[config.mk]
export PLATFORM = sky130hd
export DESIGN_NAME = tmds_channel_enc
export DESIGN_NICKNAME = d
export VERILOG_FILES = /design/src/rtl/tmds_channel_enc.sv
export SDC_FILE = /design/constraint.sdc
export NUM_CORES = 1
export LEC_CHECK = 0
export CORE_UTILIZATION = 25
export CTS_CLUSTER_SIZE = 28
export DETAILED_ROUTE_END_ITERATION = 6
export PLACE_DENSITY_LB_ADDON = 0.25
export SETUP_SLACK_MARGIN = 0.2
export SKIP_CTS_REPAIR_TIMING = 1
export SLEW_MARGIN = 20
export SYNTH_ARGS = -nofsm -noshare
export SYNTH_HDL_FRONTEND = slang
export SYNTH_SLANG_ARGS = --single-unit
[constraint.sdc]
create_clock -name pxl_clk -period 4.34 [get_ports pxl_clk]
set_input_delay 0.868 -clock pxl_clk [delete_from_list [all_inputs] [get_ports pxl_clk]]
set_output_delay 0.868 -clock pxl_clk [all_outputs]
set_load 0.03 [all_outputs]
[src/rtl/tmds_channel_enc.sv]
// Single-channel DVI/HDMI TMDS encoder: 8b/10b transition-minimised, DC-balanced
// symbol generation with input capture, q_m and output stages (2-cycle latency).
module tmds_channel_enc #(
  parameter logic [9:0] RST_CODE = 10'b1101010100
) (
  input  logic              pxl_clk,
  input  logic              rst,
  input  logic [7:0]        d,
  input  logic              de,
  input  logic              c0,
  input  logic              c1,
  output logic [9:0]        q_out,
  output logic signed [4:0] disparity
);

  localparam logic [9:0] CTRL_00 = 10'b1101010100;
  localparam logic [9:0] CTRL_01 = 10'b0010101011;
  localparam logic [9:0] CTRL_10 = 10'b0101010100;
  localparam logic [9:0] CTRL_11 = 10'b1010101011;

  function automatic logic [3:0] popcount8(input logic [7:0] v);
    logic [3:0] n;
    n = '0;
    for (int i = 0; i < 8; i++) begin
      n = n + {3'b000, v[i]};
    end
    return n;
  endfunction

  // q_m[8] = 1 marks the XOR chain, 0 the XNOR chain.
  function automatic logic [8:0] transition_min(input logic [7:0] v);
    logic [3:0] n1;
    logic       use_xnor;
    logic [8:0] m;
    n1       = popcount8(v);
    use_xnor = (n1 > 4'd4) || ((n1 == 4'd4) && !v[0]);
    m        = '0;
    m[0]     = v[0];
    for (int i = 1; i < 8; i++) begin
      m[i] = use_xnor ? ~(m[i-1] ^ v[i]) : (m[i-1] ^ v[i]);
    end
    m[8] = ~use_xnor;
    return m;
  endfunction

  // Input capture stage
  logic [7:0]        din_q;
  logic              de_s1_q;
  logic [1:0]        ctl_s1_q;

  // Transition-minimised stage
  logic [8:0]        qm_d;
  logic [8:0]        qm_q;
  logic              de_s2_q;
  logic [1:0]        ctl_s2_q;

  // Output / disparity stage
  logic [9:0]        sym_d;
  logic [9:0]        sym_q;
  logic signed [4:0] cnt_d;
  logic signed [4:0] cnt_q;

  logic [3:0]        n1q;
  logic [4:0]        n1q_w;
  logic signed [4:0] bal;
  logic [9:0]        ctrl_sym;

  assign qm_d = transition_min(din_q);

  // bal = n1q - n0q = 2*n1q - 8, always within -8..8.
  assign n1q   = popcount8(qm_q[7:0]);
  assign n1q_w = {1'b0, n1q};
  assign bal   = $signed(n1q_w + n1q_w - 5'd8);

  always_comb begin
    ctrl_sym = CTRL_00;
    case (ctl_s2_q)
      2'b00:   ctrl_sym = CTRL_00;
      2'b01:   ctrl_sym = CTRL_01;
      2'b10:   ctrl_sym = CTRL_10;
      default: ctrl_sym = CTRL_11;
    endcase
  end

  always_comb begin
    sym_d = ctrl_sym;
    cnt_d = '0;
    if (de_s2_q) begin
      if ((cnt_q == 5'sd0) || (n1q == 4'd4)) begin
        sym_d = {~qm_q[8], qm_q[8], qm_q[8] ? qm_q[7:0] : ~qm_q[7:0]};
        cnt_d = qm_q[8] ? (cnt_q + bal) : (cnt_q - bal);
      end else if (((cnt_q > 5'sd0) && (n1q > 4'd4)) ||
                   ((cnt_q < 5'sd0) && (n1q < 4'd4))) begin
        // Inverting pulls the running disparity back toward zero.
        sym_d = {1'b1, qm_q[8], ~qm_q[7:0]};
        cnt_d = cnt_q - bal + (qm_q[8] ? 5'sd2 : 5'sd0);
      end else begin
        sym_d = {1'b0, qm_q[8], qm_q[7:0]};
        cnt_d = cnt_q + bal - (qm_q[8] ? 5'sd0 : 5'sd2);
      end
    end
  end

  always_ff @(posedge pxl_clk) begin
    if (!rst) begin
      din_q    <= '0;
      de_s1_q  <= 1'b0;
      ctl_s1_q <= 2'b00;
      qm_q     <= '0;
      de_s2_q  <= 1'b0;
      ctl_s2_q <= 2'b00;
      sym_q    <= RST_CODE;
      cnt_q    <= '0;
    end else begin
      din_q    <= d;
      de_s1_q  <= de;
      ctl_s1_q <= {c1, c0};
      qm_q     <= qm_d;
      de_s2_q  <= de_s1_q;
      ctl_s2_q <= ctl_s1_q;
      sym_q    <= sym_d;
      cnt_q    <= cnt_d;
    end
  end

  assign q_out     = sym_q;
  assign disparity = cnt_q;

endmodule
# Yosys cells after proc, flatten, opt, wreduce, memory -nomap -nowiden
# Cells that the tools add are included.
dict set report totals {
  input_bits 13
  output_inout_bits 15
  register_bits 38
  elab_cells 81
}
dict set report classes {
  n_bitwise 17
  n_reduce_logical 10
  mux 17
  n_eq_ne 4
  order_cmp 5
  add_sub_neg 20
}
# op n
set op_table {}
lappend op_table {{adder 4 x 1 -> 4 bit} 8}
lappend op_table {{two-way mux 10 bit} 3}
lappend op_table {{one-hot mux 10 bit (3 select lines)} 1}
lappend op_table {{two-way mux 5 bit} 3}
lappend op_table {{inverter 1 bit} 9}
lappend op_table {{adder 3 x 1 -> 4 bit} 2}
lappend op_table {{== test 4 x 3 -> 1 bit (second input constant)} 2}
lappend op_table {{greater-than comparator 4 x 3 -> 1 bit (second input constant)} 2}
lappend op_table {{two-way mux 8 bit} 1}
lappend op_table {{inverter 8 bit} 1}
lappend op_table {{two-way mux 1 bit} 7}
lappend op_table {{bitwise XOR 1 bit} 7}
lappend op_table {{adder 2 x 1 -> 3 bit} 2}
lappend op_table {{adder 4 x 4 -> 5 bit} 1}
lappend op_table {{adder 5 x 3 -> 5 bit} 1}
lappend op_table {{adder 5 bit} 1}
lappend op_table {{greater-than comparator 5 x 1 -> 1 bit (second input constant)} 1}
lappend op_table {{logical NOT 5 bit} 1}
lappend op_table {{less-than comparator 5 x 1 -> 1 bit (second input constant)} 1}
lappend op_table {{subtractor 5 x 3 -> 5 bit} 1}
lappend op_table {{subtractor 5 x 4 -> 5 bit (second input constant)} 1}
lappend op_table {{subtractor 5 bit} 1}
lappend op_table {{adder 1 x 1 -> 2 bit} 2}
lappend op_table {{less-than comparator 4 x 3 -> 1 bit (second input constant)} 1}
lappend op_table {{8 further kinds} 13}

# Depth between registers and ports, before layout
# Gate-level depths: netlist (run 1).
dict set report depth {
  depth_word 29
  mapped_depth 15
  ltp_nobuf 15
}

# Least setup slack after synthesis (run 1)
# OpenSTA, ideal clock, no wires.
dict set report synth_path {
  kind {reg2reg}
  from {register qm_q[0]}
  to {register cnt_q[4], in the netlist disparity[4]}
  n_path_buf 0
  setup_slack_ns 0.025
  synth_period_minus_slack_ns 4.315
  required_ns 4.218
  path_stages_with_launch 15
  setup_time_ns 0.122
  arrival_ns 4.194
  cell_sequence {dfxtp_1 -> fa_1 -> inv_1 -> fa_1 -> fa_1 -> inv_1 -> ha_1 -> fa_1 -> inv_1 -> ha_1 -> or3_1 -> a32o_1 -> or4_1 -> a32oi_1 -> a21oi_1}
}
dict set report synth_via {
  elab_chain_len 13
  elab_cells_between_ends 23
  classes_between {add/sub (13); order compare (2); eq/ne (1); mux (3); reduce/logical (4)}
}
# item line_no
set synth_rtl {}
lappend synth_rtl {{start, declared} 53} ;# logic [8:0] qm_q;
lappend synth_rtl {{start signal, assigned} 118} ;# qm_q <= qm_d;
lappend synth_rtl {{adder 1 x 1 -> 2 bit (*)} 25} ;# n = n + {3'b000, v[i]};
lappend synth_rtl {{adder 2 x 1 -> 3 bit (*)} 25}
lappend synth_rtl {{adder 3 x 1 -> 4 bit (*)} 25}
lappend synth_rtl {{adder 4 x 1 -> 4 bit (*) (4 in series)} 25}
lappend synth_rtl {{adder 4 x 4 -> 5 bit} 73} ;# assign bal = $signed(n1q_w + n1q_w - 5'd8);
lappend synth_rtl {{subtractor 5 x 4 -> 5 bit} 73}
lappend synth_rtl {{adder 5 bit / subtractor 5 bit (equally long branches)} {91, 99, 96}}
lappend synth_rtl {{subtractor 5 x 3 -> 5 bit / adder 5 x 3 -> 5 bit (equally long branches)} {99, 96}}
lappend synth_rtl {{two-way mux 5 bit} 92} ;# end else if (((cnt_q > 5'sd0) && (n1q > 4'd4)) ||
lappend synth_rtl {{two-way mux 5 bit (*)} 89} ;# if ((cnt_q == 5'sd0) || (n1q == 4'd4)) begin
lappend synth_rtl {{end signal, assigned} 122} ;# cnt_q <= cnt_d;
lappend synth_rtl {{end, declared} 61} ;# logic signed [4:0] cnt_q;
# Every way passes the cells marked *; elsewhere a longest branch is shown, timed or not.
# A chain may end at the register's enable or synchronous reset.

# Final worst setup path (run 1)
# Ends and elaborated chain as after synthesis.

==> results of run 1 <==
## Yosys cell counts, types with 2 or more instances
library cell	count	area share, %
dfxtp_1	37	32
inv_1	35	5.8
ha_1	26	14
and2_1	19	5.2
o21ai_0	14	3.1
xnor2_1	11	4.2
nand2_1	10	1.6
nor2_1	10	1.6
fa_1	9	7.9
or3_1	9	2.5
a21oi_1	8	1.8
a31oi_1	8	2.2
xor2_1	6	2.3
a21o_1	4	1.3
clkbuf_1	4	0.66
nor3_1	4	0.88
o22ai_1	3	0.82
a22oi_1	2	0.66
nor3b_1	2	0.66
o211ai_1	2	0.66
o21bai_1	2	0.66
o31ai_1	2	0.66
## through the flow
stage               instances  hold WS [ps]  setup TNS (ps)  setup WS, ps  instance area, µm²
floorplan                 247           412               0          64.1                2320
global placement          382           415           -1.68         -1.68                2730
detailed placement        382           420           -37.4         -37.4                2730
CTS                       390           444           -45.4         -45.4                2820
global route              393           447           -79.2         -79.2                2890
finish                    393           437               0          32.6                2890
## worst max path at each step
stage                  from            to  slack (ps)  depth (start not counted)
global placement    qm_q[0]  disparity[4]          -2                         14
floorplan           qm_q[0]  disparity[4]          60                         14
CTS                 qm_q[0]  disparity[4]         -50                         14
detailed placement  qm_q[0]  disparity[4]         -40                         14
global route        qm_q[0]  disparity[4]         -80                         14
finish              qm_q[0]  disparity[4]          30                         14
## power by group
part | leakage (nW) | total (mW) | switching (mW) | internal, mW
registers | 0.306 | 0.405 | 0.0325 | 0.372
clock network | 0.0445 | 0.244 | 0.130 | 0.114
logic | 0.893 | 1.23 | 0.620 | 0.611
## worst max-delay path, delay by kind of cell, from the launching register on
| family | cells | cell delay, ps |
|---|---|---|
| adder cells (fa/ha/maj) | 6 | 2390 |
| AND/OR/NAND/NOR | 2 | 760 |
| AO/OA/AOI/OAI | 3 | 560 |
| flip-flops | 1 | 330 |
| buffers and inverters | 3 | 160 |
## logic make-up (layout without fill, tap and decap cells)
group | count (synthesis) | count (layout)
buffers and inverters | 43 | 81
other | 1 | 1
multiplexers | 1 | 1
XOR/XNOR | 18 | 18
flip-flops | 37 | 37
AO/OA/AOI/OAI | 51 | 51
adder cells (fa/ha/maj) | 35 | 35
AND/OR/NAND/NOR | 61 | 61
## layout make-up
class / count / share of cell area, %
Multi-Input combinational cell: 167 / 49.9
Sequential cell: 37 / 25.6
Timing Repair Buffer: 38 / 12.1
Tap cell: 108 / 4.67
Inverter: 35 / 4.54
Clock buffer: 5 / 2.38
Clock inverter: 3 / 0.735
## routing by layer
metal | part of all wire, % | up-vias
met5 | 0 | -
met4 | 2.0 | 0
met3 | 3.0 | 11
met2 | 50 | 27
met1 | 45 | 794
li1 | - | 884
## flip-flops by register name, indices dropped and copies added, names as in the netlist
register and cells:
q_out 10, din_q 8, ctl_s2_q 2, de_s1_q 1
disparity 4, de_s2_q 1, ctl_s1_q 2, qm_q 9
==> results.json, run 1 <==
{
  "status": "finished, final reports clean",
  "die_h_um": 97.6,
  "mostFrequentLayoutCell": "dfxtp_1",
  "netlist_instances": 247,
  "min_path_type": "reg2reg",
  "synth_fp_nets": 295,
  "drtIter0Drc": 61,
  "slew_headroom_pct": 56.1,
  "synth_mux_area_share_pct": 0.438,
  "initial_utilization_pct": 26.1,
  "arrival_ps": 4490,
  "grt_antenna_before_repair": 0,
  "synth_compound_area_share_pct": 14.2,
  "place_congestion": 0.796,
  "worst-path-max-fanout": 3,
  "die_area_um2": 9520,
  "setup_viol": 0,
  "synthDistinctLibCells": 42,
  "grt_util_met2_pct": 18.2,
  "num_io_pins": 28,
  "cts_root_buf": "clkbuf_8",
  "cp_common_cell": "fa_1",
  "cts_max_level": 2,
  "port_buffers": 26,
  "rows": 34,
  "holdPathEnd": "ctl_s2_q[1]",
  "power_mw": 1.88,
  "synthXorXnorAreaFrac_pct": 7.56,
  "finalMaxSlewViolations": 0,
  "drt-vias-per-instance": 4.37,
  "min_period_ps": 4310,
  "synthFlopType": "dfxtp_1",
  "leakage_nw": 1.24,
  "overflow": 0,
  "grt-busiest-layer": "met2",
  "slowest_delay_ps": 590,
  "regArea_um2": 742,
  "place_hpwl_mm": 3.63,
  "final_cell_mix": "dfxtp_1 (36), inv_1 (34), clkdlybuf4s50_1 (26), ha_1 (22), and2_1 (19)",
  "seq_area_frac_synth_pct": 32.4,
  "multi_input_area_um2": 1450,
  "r2r_end": "disparity[4]",
  "timing.rr.start": "qm_q[0]",
  "clkTransAtPathRegs_ps": 80,
  "use_met3_pct": 2.16,
  "drc": 0,
  "synthArstFlopShare_pct": 0,
  "crit_required_ps": 4520,
  "die_w_um": 97.6,
  "grt_max_degree": 24,
  "cts_tree": "done",
  "nFillCells": 919,
  "drt-pass1-iter-count": 4,
  "cts_buffers": 5,
  "worst_slew_pin_slew_ps": 656,
  "min_path_cells": 1,
  "yosys.area_share.simple_pct": 15.1,
  "grt_pass1_vias": 1673,
  "rsz0062_at_grt": "yes",
  "clkLatencyLatePin_ps": 290,
  "synth_edf_count": 0,
  "cp_cell_sequence": "fa_1 > inv_1 > fa_1 > fa_1 > inv_1 > ha_2 > fa_2 > inv_2 > ha_4 > or3_1 > a32o_2 > or4_1 > a32oi_1 > a21oi_1",
  "start_kind": "flop",
  "track_usage_pct": 10.3,
  "area_growth_pct": 26.7,
  "r2r_cells": 14,
  "use_met1_pct": 12.1,
  "syn_area_um2": 2280,
  "max_freq_mhz": 232,
  "postSynthAreaPerCell_um2": 9.25,
  "clkSinkCount": 37,
  "vias": 1716,
  "slowest_stage": "fa_2",
  "timing.reg2reg.setup_slack_ps": 30,
  "synth_adder_area_share_pct": 22.1,
  "period_share_pct": 99.2,
  "finish.utilization_pct": 33.0,
  "wl_mm": 4.62,
  "core_area_um2": 8760,
  "wl_per_cell_um": 11.8,
  "critical_path_class": "reg2reg",
  "worstSetupEndpointType": "flop",
  "antennaDiodeCount": 0,
  "clock_path_buffers": 2,
  "ant_nets": 0,
  "synth-seq-cells": 37,
  "peakVddDrop_mv": 0.216,
  "max_cap_viol_count": 0,
  "hold_viol": 0,
  "yosys_warnings": 0,
  "pwr_density_cell_nw_per_um2": 650,
  "synth_top_family_by_area": "adder cells",
  "final_nets": 332,
  "layout-drive-gt1-share_pct": 14.4,
  "finClkSkew_ps": 5.99,
  "worstHoldStart": "ctl_s1_q[1]",
  "grt_pass1_wl_mm": 7.79
}
Power figures use the tool's default switching activity.
==> run 2, diff against run 1 <==
--- a/config.mk
+++ b/config.mk
@@ -5,12 +5,12 @@
 export SDC_FILE = /design/constraint.sdc
 export NUM_CORES = 1
 export LEC_CHECK = 0
+export CORE_MARGIN = 8
 export CORE_UTILIZATION = 25
 export CTS_CLUSTER_SIZE = 28
 export DETAILED_ROUTE_END_ITERATION = 6
 export PLACE_DENSITY_LB_ADDON = 0.25
 export SETUP_SLACK_MARGIN = 0.2
-export SKIP_CTS_REPAIR_TIMING = 1
 export SLEW_MARGIN = 20
 export SYNTH_ARGS = -nofsm -noshare
 export SYNTH_HDL_FRONTEND = slang
==> run 2 against run 1 <==
Effect of this change:
- worst setup slack got worse by 7.6 ps
- clock skew decreased by 1.5 ps
- first-iteration DRC count increased by 13%
- count of clock-buffer cells in the layout increased by 1
- global-route usage decreased by 2.4 points
- non-clock buffer count increased by 1
- critical path type unchanged
- largest power group unchanged
==> results.json, run 2 (synthesis results as in run 1) <==
{
  "status": "finished, final reports clean",
  "area_growth_pct": 28.3,
  "place_inst": 385,
  "cts_buffers": 5,
  "leakage_nw": 1.25,
  "min_path_type": "reg2reg",
  "final_cells": 397,
  "grt_max_degree": 24,
  "critical_path_buf_inv_count": 3,
  "initial_utilization_pct": 25.2,
  "final_cell_mix": "dfxtp_1 (36), inv_1 (33), clkdlybuf4s50_1 (26), ha_1 (22), and2_1 (19)",
  "grt_pass1_vias": 1747,
  "cp_cell_sequence": "fa_1 > inv_1 > fa_1 > fa_1 > inv_2 > ha_4 > fa_2 > inv_2 > ha_4 > or3_1 > a32o_2 > or4_1 > a32oi_1 > a21oi_1",
  "antennaDiodeCount": 0,
  "period_share_pct": 99.4,
  "wl_per_cell_um": 12.2,
  "die_area_um2": 12500,
  "die_h_um": 112,
  "final_design_area_no_fill_um2": 2930,
  "cp_common_cell": "fa_1",
  "drt-vias-per-instance": 4.35,
  "drt-pass1-iter-count": 4,
  "start_kind": "flop",
  "pwr_density_cell_nw_per_um2": 639,
  "grt_pass1_wl_mm": 8.04,
  "wl_mm": 4.83,
  "finalMaxSlewViolations": 0,
  "peakVddDrop_mv": 0.208,
  "worst_slew_pin_slew_ps": 701,
  "crit_required_ps": 4510,
  "arrival_ps": 4490,
  "clkLatencyLatePin_ps": 280,
  "cts_tree": "done",
  "max_cap_viol_count": 0,
  "setup_viol": 0,
  "cts_hold_buf": 0,
  "min_period_ps": 4320,
  "finClkSkew_ps": 4.47,
  "cpLargestDelayFamily": "adder cells",
  "clkSinkCount": 37,
  "clock_path_buffers": 2,
  "rows": 35,
  "worstSetupEndpointType": "flop",
  "mostFrequentLayoutCell": "dfxtp_1",
  "max_freq_mhz": 232,
  "ant_nets": 0,
  "final_nets": 333,
  "core_area_um2": 9060,
  "track_usage_pct": 7.85,
  "overflow": 0,
  "finish.utilization_pct": 32.3,
  "slowest_delay_ps": 570,
  "layout-drive-gt1-share_pct": 15.0,
  "cts_max_level": 2,
  "place_congestion": 0.799,
  "largest_reg_flops": 10,
  "drc": 0,
  "die_w_um": 112,
  "port_buffers": 26,
  "grt_antenna_before_repair": 0,
  "num_io_pins": 28,
  "vias": 1728,
  "drtIter0Drc": 69,
  "multi_input_area_um2": 1480,
  "cts_root_buf": "clkbuf_8",
  "slowest_stage": "fa_2",
  "hold_viol": 0,
  "slew_headroom_pct": 52.9,
  "worst-path-max-fanout": 3,
  "regArea_um2": 742,
  "place_area_um2": 2730,
  "critical_path_class": "reg2reg",
  "place_hpwl_mm": 3.82,
  "clkTransAtPathRegs_ps": 70,
  "nFillCells": 940,
  "rsz0062_at_grt": "yes"
}
==> run 2: layout make-up <==
cell class                      count  share of cell area, %
Timing Repair Buffer               39                   12.1
Inverter                           35                   4.48
Clock buffer                        6                   2.48
Multi-Input combinational cell    167                   50.5
Clock inverter                      2                  0.341
Sequential cell                    37                   25.3
Tap cell                          111                   4.74
==> run 2: what timing repair did <==
item | CTS | global route
cloned | 0 | 1
gates resized for setup | 8 | 11
setup endpoints to repair | 11 | 12
setup buffers | 1 | 2
pin swaps | 5 | 7
==> run 2: report_power, final <==
group          switching [mW]  internal, mW  leakage (nW)
Clock                   0.117         0.111        0.0450
Combinational           0.622         0.615         0.902
Sequential             0.0345         0.373         0.306
Total                   0.773          1.10          1.25
==> run 2: final timing paths <==
check,start,to,slack (ps),depth (start not counted)
worst max-delay path,qm_q[0],disparity[4],20,14
worst min-delay path,de_s1_q,de_s2_q,440,1
worst max register to register,qm_q[0],disparity[4],20,14
worst min register to register,de_s1_q,de_s2_q,440,1
==> run 2: metrics by stage <==
stage	TNS (ps)	total power, mW	setup slack (ps)	hold slack (ps)
final	0	1.87	25.0	437
after global routing	-112	2.06	-112	447
after CTS	-0.910	1.84	-0.910	436
after detailed placement	-82.7	1.55	-76.4	419
after global placement	-11.6	1.54	-11.6	415
after floorplan	0	1.21	64.1	412
==> run 2: routing by layer <==
layer | global-route usage (%) | up-vias | share of wire [%]
li1 | - | 886 | -
met1 | 8.56 | 803 | 47
met2 | 13.9 | 31 | 48
met3 | 2.49 | 8 | 4.1
met4 | 2.83 | 0 | 1.4
met5 | 0 | - | 0
==> run 2: worst register-to-register path, cell delays in order, from the launching register on <==
cell     delay, ps
dfxtp_2        330
fa_1           540
inv_1           50
fa_1           460
fa_1           530
inv_2           50
ha_4           150
fa_2           570
inv_2           60
ha_4           160
or3_1          300
a32o_2         270
or4_1          480
a32oi_1        190
a21oi_1         80
==> run 3, diff against run 2 <==
--- a/config.mk
+++ b/config.mk
@@ -9,9 +9,9 @@
 export CORE_UTILIZATION = 25
 export CTS_CLUSTER_SIZE = 28
 export DETAILED_ROUTE_END_ITERATION = 6
-export PLACE_DENSITY_LB_ADDON = 0.25
+export HOLD_SLACK_MARGIN = 0.02
+export PLACE_DENSITY_LB_ADDON = 0.2
 export SETUP_SLACK_MARGIN = 0.2
-export SLEW_MARGIN = 20
 export SYNTH_ARGS = -nofsm -noshare
 export SYNTH_HDL_FRONTEND = slang
 export SYNTH_SLANG_ARGS = --single-unit
==> run 3 against run 2 <==
Effect of this change:
- worst hold slack worse by 2.4 ps
- register-to-register slack hardly changed
- via count up 1.5%
- routed wire length up 1.6%
- non-clock buffer count is 1 higher
- design area increased by 1.9%
- first-iteration DRC count up 28%
- combinational power increased by 5%
- critical endpoint unchanged
- global-route usage rose by 0.18 points
- die area stayed put
- sequential power about the same
- largest cell class unchanged
==> results.json, run 3 (synthesis results as in run 1) <==
{
  "arrival_ps": 4480,
  "cts_max_level": 2,
  "final_design_area_no_fill_um2": 2990,
  "slowest_delay_ps": 590,
  "worstSetupEndpointType": "flop",
  "place_congestion": 0.789,
  "core_area_um2": 9060,
  "leakage_nw": 1.28,
  "period_share_pct": 99.3,
  "start_kind": "flop",
  "clkSinkCount": 37,
  "track_usage_pct": 8.03,
  "cts_tree": "done",
  "layout-drive-gt1-share_pct": 16.3,
  "drtIter0Drc": 88,
  "min_path_type": "reg2reg",
  "max_cap_viol_count": 0,
  "worst-path-max-fanout": 3,
  "max_freq_mhz": 232,
  "largest_reg_flops": 10,
  "mostFrequentLayoutCell": "dfxtp_1",
  "grt_pass1_wl_mm": 8.29,
  "hold_viol": 0,
  "overflow": 0,
  "cts_buffers": 5,
  "cp_common_cell": "fa_1",
  "place_hpwl_mm": 3.79,
  "crit_required_ps": 4520,
  "final_nets": 336,
  "status": "finished, final reports clean",
  "cts_root_buf": "clkbuf_8",
  "port_buffers": 26,
  "min_period_ps": 4310,
  "cts_hold_buf": 0,
  "finalMaxSlewViolations": 0,
  "peakVddDrop_mv": 0.245,
  "die_w_um": 112,
  "rows": 35,
  "wl_per_cell_um": 12.3,
  "pwr_density_cell_nw_per_um2": 675,
  "vias": 1754,
  "wl_mm": 4.91,
  "critical_path_class": "reg2reg",
  "clkLatencyLatePin_ps": 290,
  "grt_antenna_before_repair": 0,
  "area_growth_pct": 30.8,
  "grt_pass1_vias": 1814,
  "setup_viol": 0,
  "cpLargestDelayFamily": "adder cells",
  "clock_path_buffers": 2,
  "die_area_um2": 12500,
  "final_cell_mix": "dfxtp_1 (36), inv_1 (33), clkdlybuf4s50_1 (26), ha_1 (21), and2_1 (19)",
  "slowest_stage": "fa_2",
  "finClkSkew_ps": 6.58,
  "slew_headroom_pct": 57.9,
  "critical_path_buf_inv_count": 3,
  "place_area_um2": 2760,
  "num_io_pins": 28,
  "drc": 0,
  "die_h_um": 112,
  "ant_nets": 0,
  "drt-vias-per-instance": 4.39,
  "grt_max_degree": 24,
  "antennaDiodeCount": 0,
  "initial_utilization_pct": 25.2,
  "rsz0062_at_grt": "yes",
  "worst_slew_pin_slew_ps": 627,
  "drt-pass1-iter-count": 4,
  "cp_cell_sequence": "fa_1 > inv_1 > fa_1 > fa_1 > inv_2 > ha_4 > fa_2 > inv_2 > ha_4 > or3_4 > a32o_2 > or4_1 > a32oi_1 > a21oi_1",
  "power_mw": 2.02,
  "clkTransAtPathRegs_ps": 70
}
-- run 3: changes by cell type in the layout (fill, tap and decap cells not counted), sizes merged --
cell      change
a21o          +2
clkinv        -2
buf           +1
bufinv        +1
clkinvlp      +1
-- run 3: path summary, 6_finish.rpt --
kind                            cells past startpoint  slack (ps)         from            to
worst max-delay path                               14          30      qm_q[0]  disparity[4]
worst min-delay path                                1         430  ctl_s1_q[1]   ctl_s2_q[1]
worst max register to register                     14          30      qm_q[0]  disparity[4]
worst min register to register                      1         430  ctl_s1_q[1]   ctl_s2_q[1]
-- run 3: stage by stage --
stage | util (%) | TNS [ps] | cells | worst slack, ps | hold WS, ps
after global placement | 30.5 | 0 | 389 | 15.0 | 414
final | 33.0 | 0 | 400 | 32.1 | 435
after detailed placement | 30.5 | -28.6 | 389 | -28.6 | 418
after global routing | 33.0 | -107 | 400 | -107 | 466
after floorplan | - | 0 | 247 | 64.1 | 412
after CTS | 31.9 | 0 | 397 | 29.2 | 437
-- run 3: cell type report --
type                       count  area (µm²)
fill                         958        6080
multi-input combinational    169        1490
sequential                    37         742
timing repair buffer          40         365
tap                          111         139
inverter                      35         131
clock buffer                   6        82.6
clock inverter                 2        37.5
-- run 3: metal layers --
| metal | wire length, µm | vias to the layer above | part of all wire (%) | global-route usage [%] |
|---|---|---|---|---|
| li1 | - | 902 | - | - |
| met1 | 2380 | 816 | 49 | 9.74 |
| met2 | 2320 | 30 | 47 | 13.7 |
| met3 | 174 | 6 | 3.5 | 2.06 |
| met4 | 35 | 0 | 0.71 | 2.19 |
| met5 | 0 | - | 0 | 0 |
-- run 3: what timing repair did --
action | 4_1_cts | 5_1_grt
cloned | 0 | 2
buffers inserted | 0 | 1
resized for setup | 1 | 16
hold endpoints to repair | 0 | 0
pin swaps | 6 | 15
endpoints found under the setup margin | 9 | 12
-- run 3: report_power, final --
group	switching, mW	internal [mW]
clock	0.120	0.187
sequential	0.0354	0.373
combinational	0.641	0.662
total	0.796	1.22
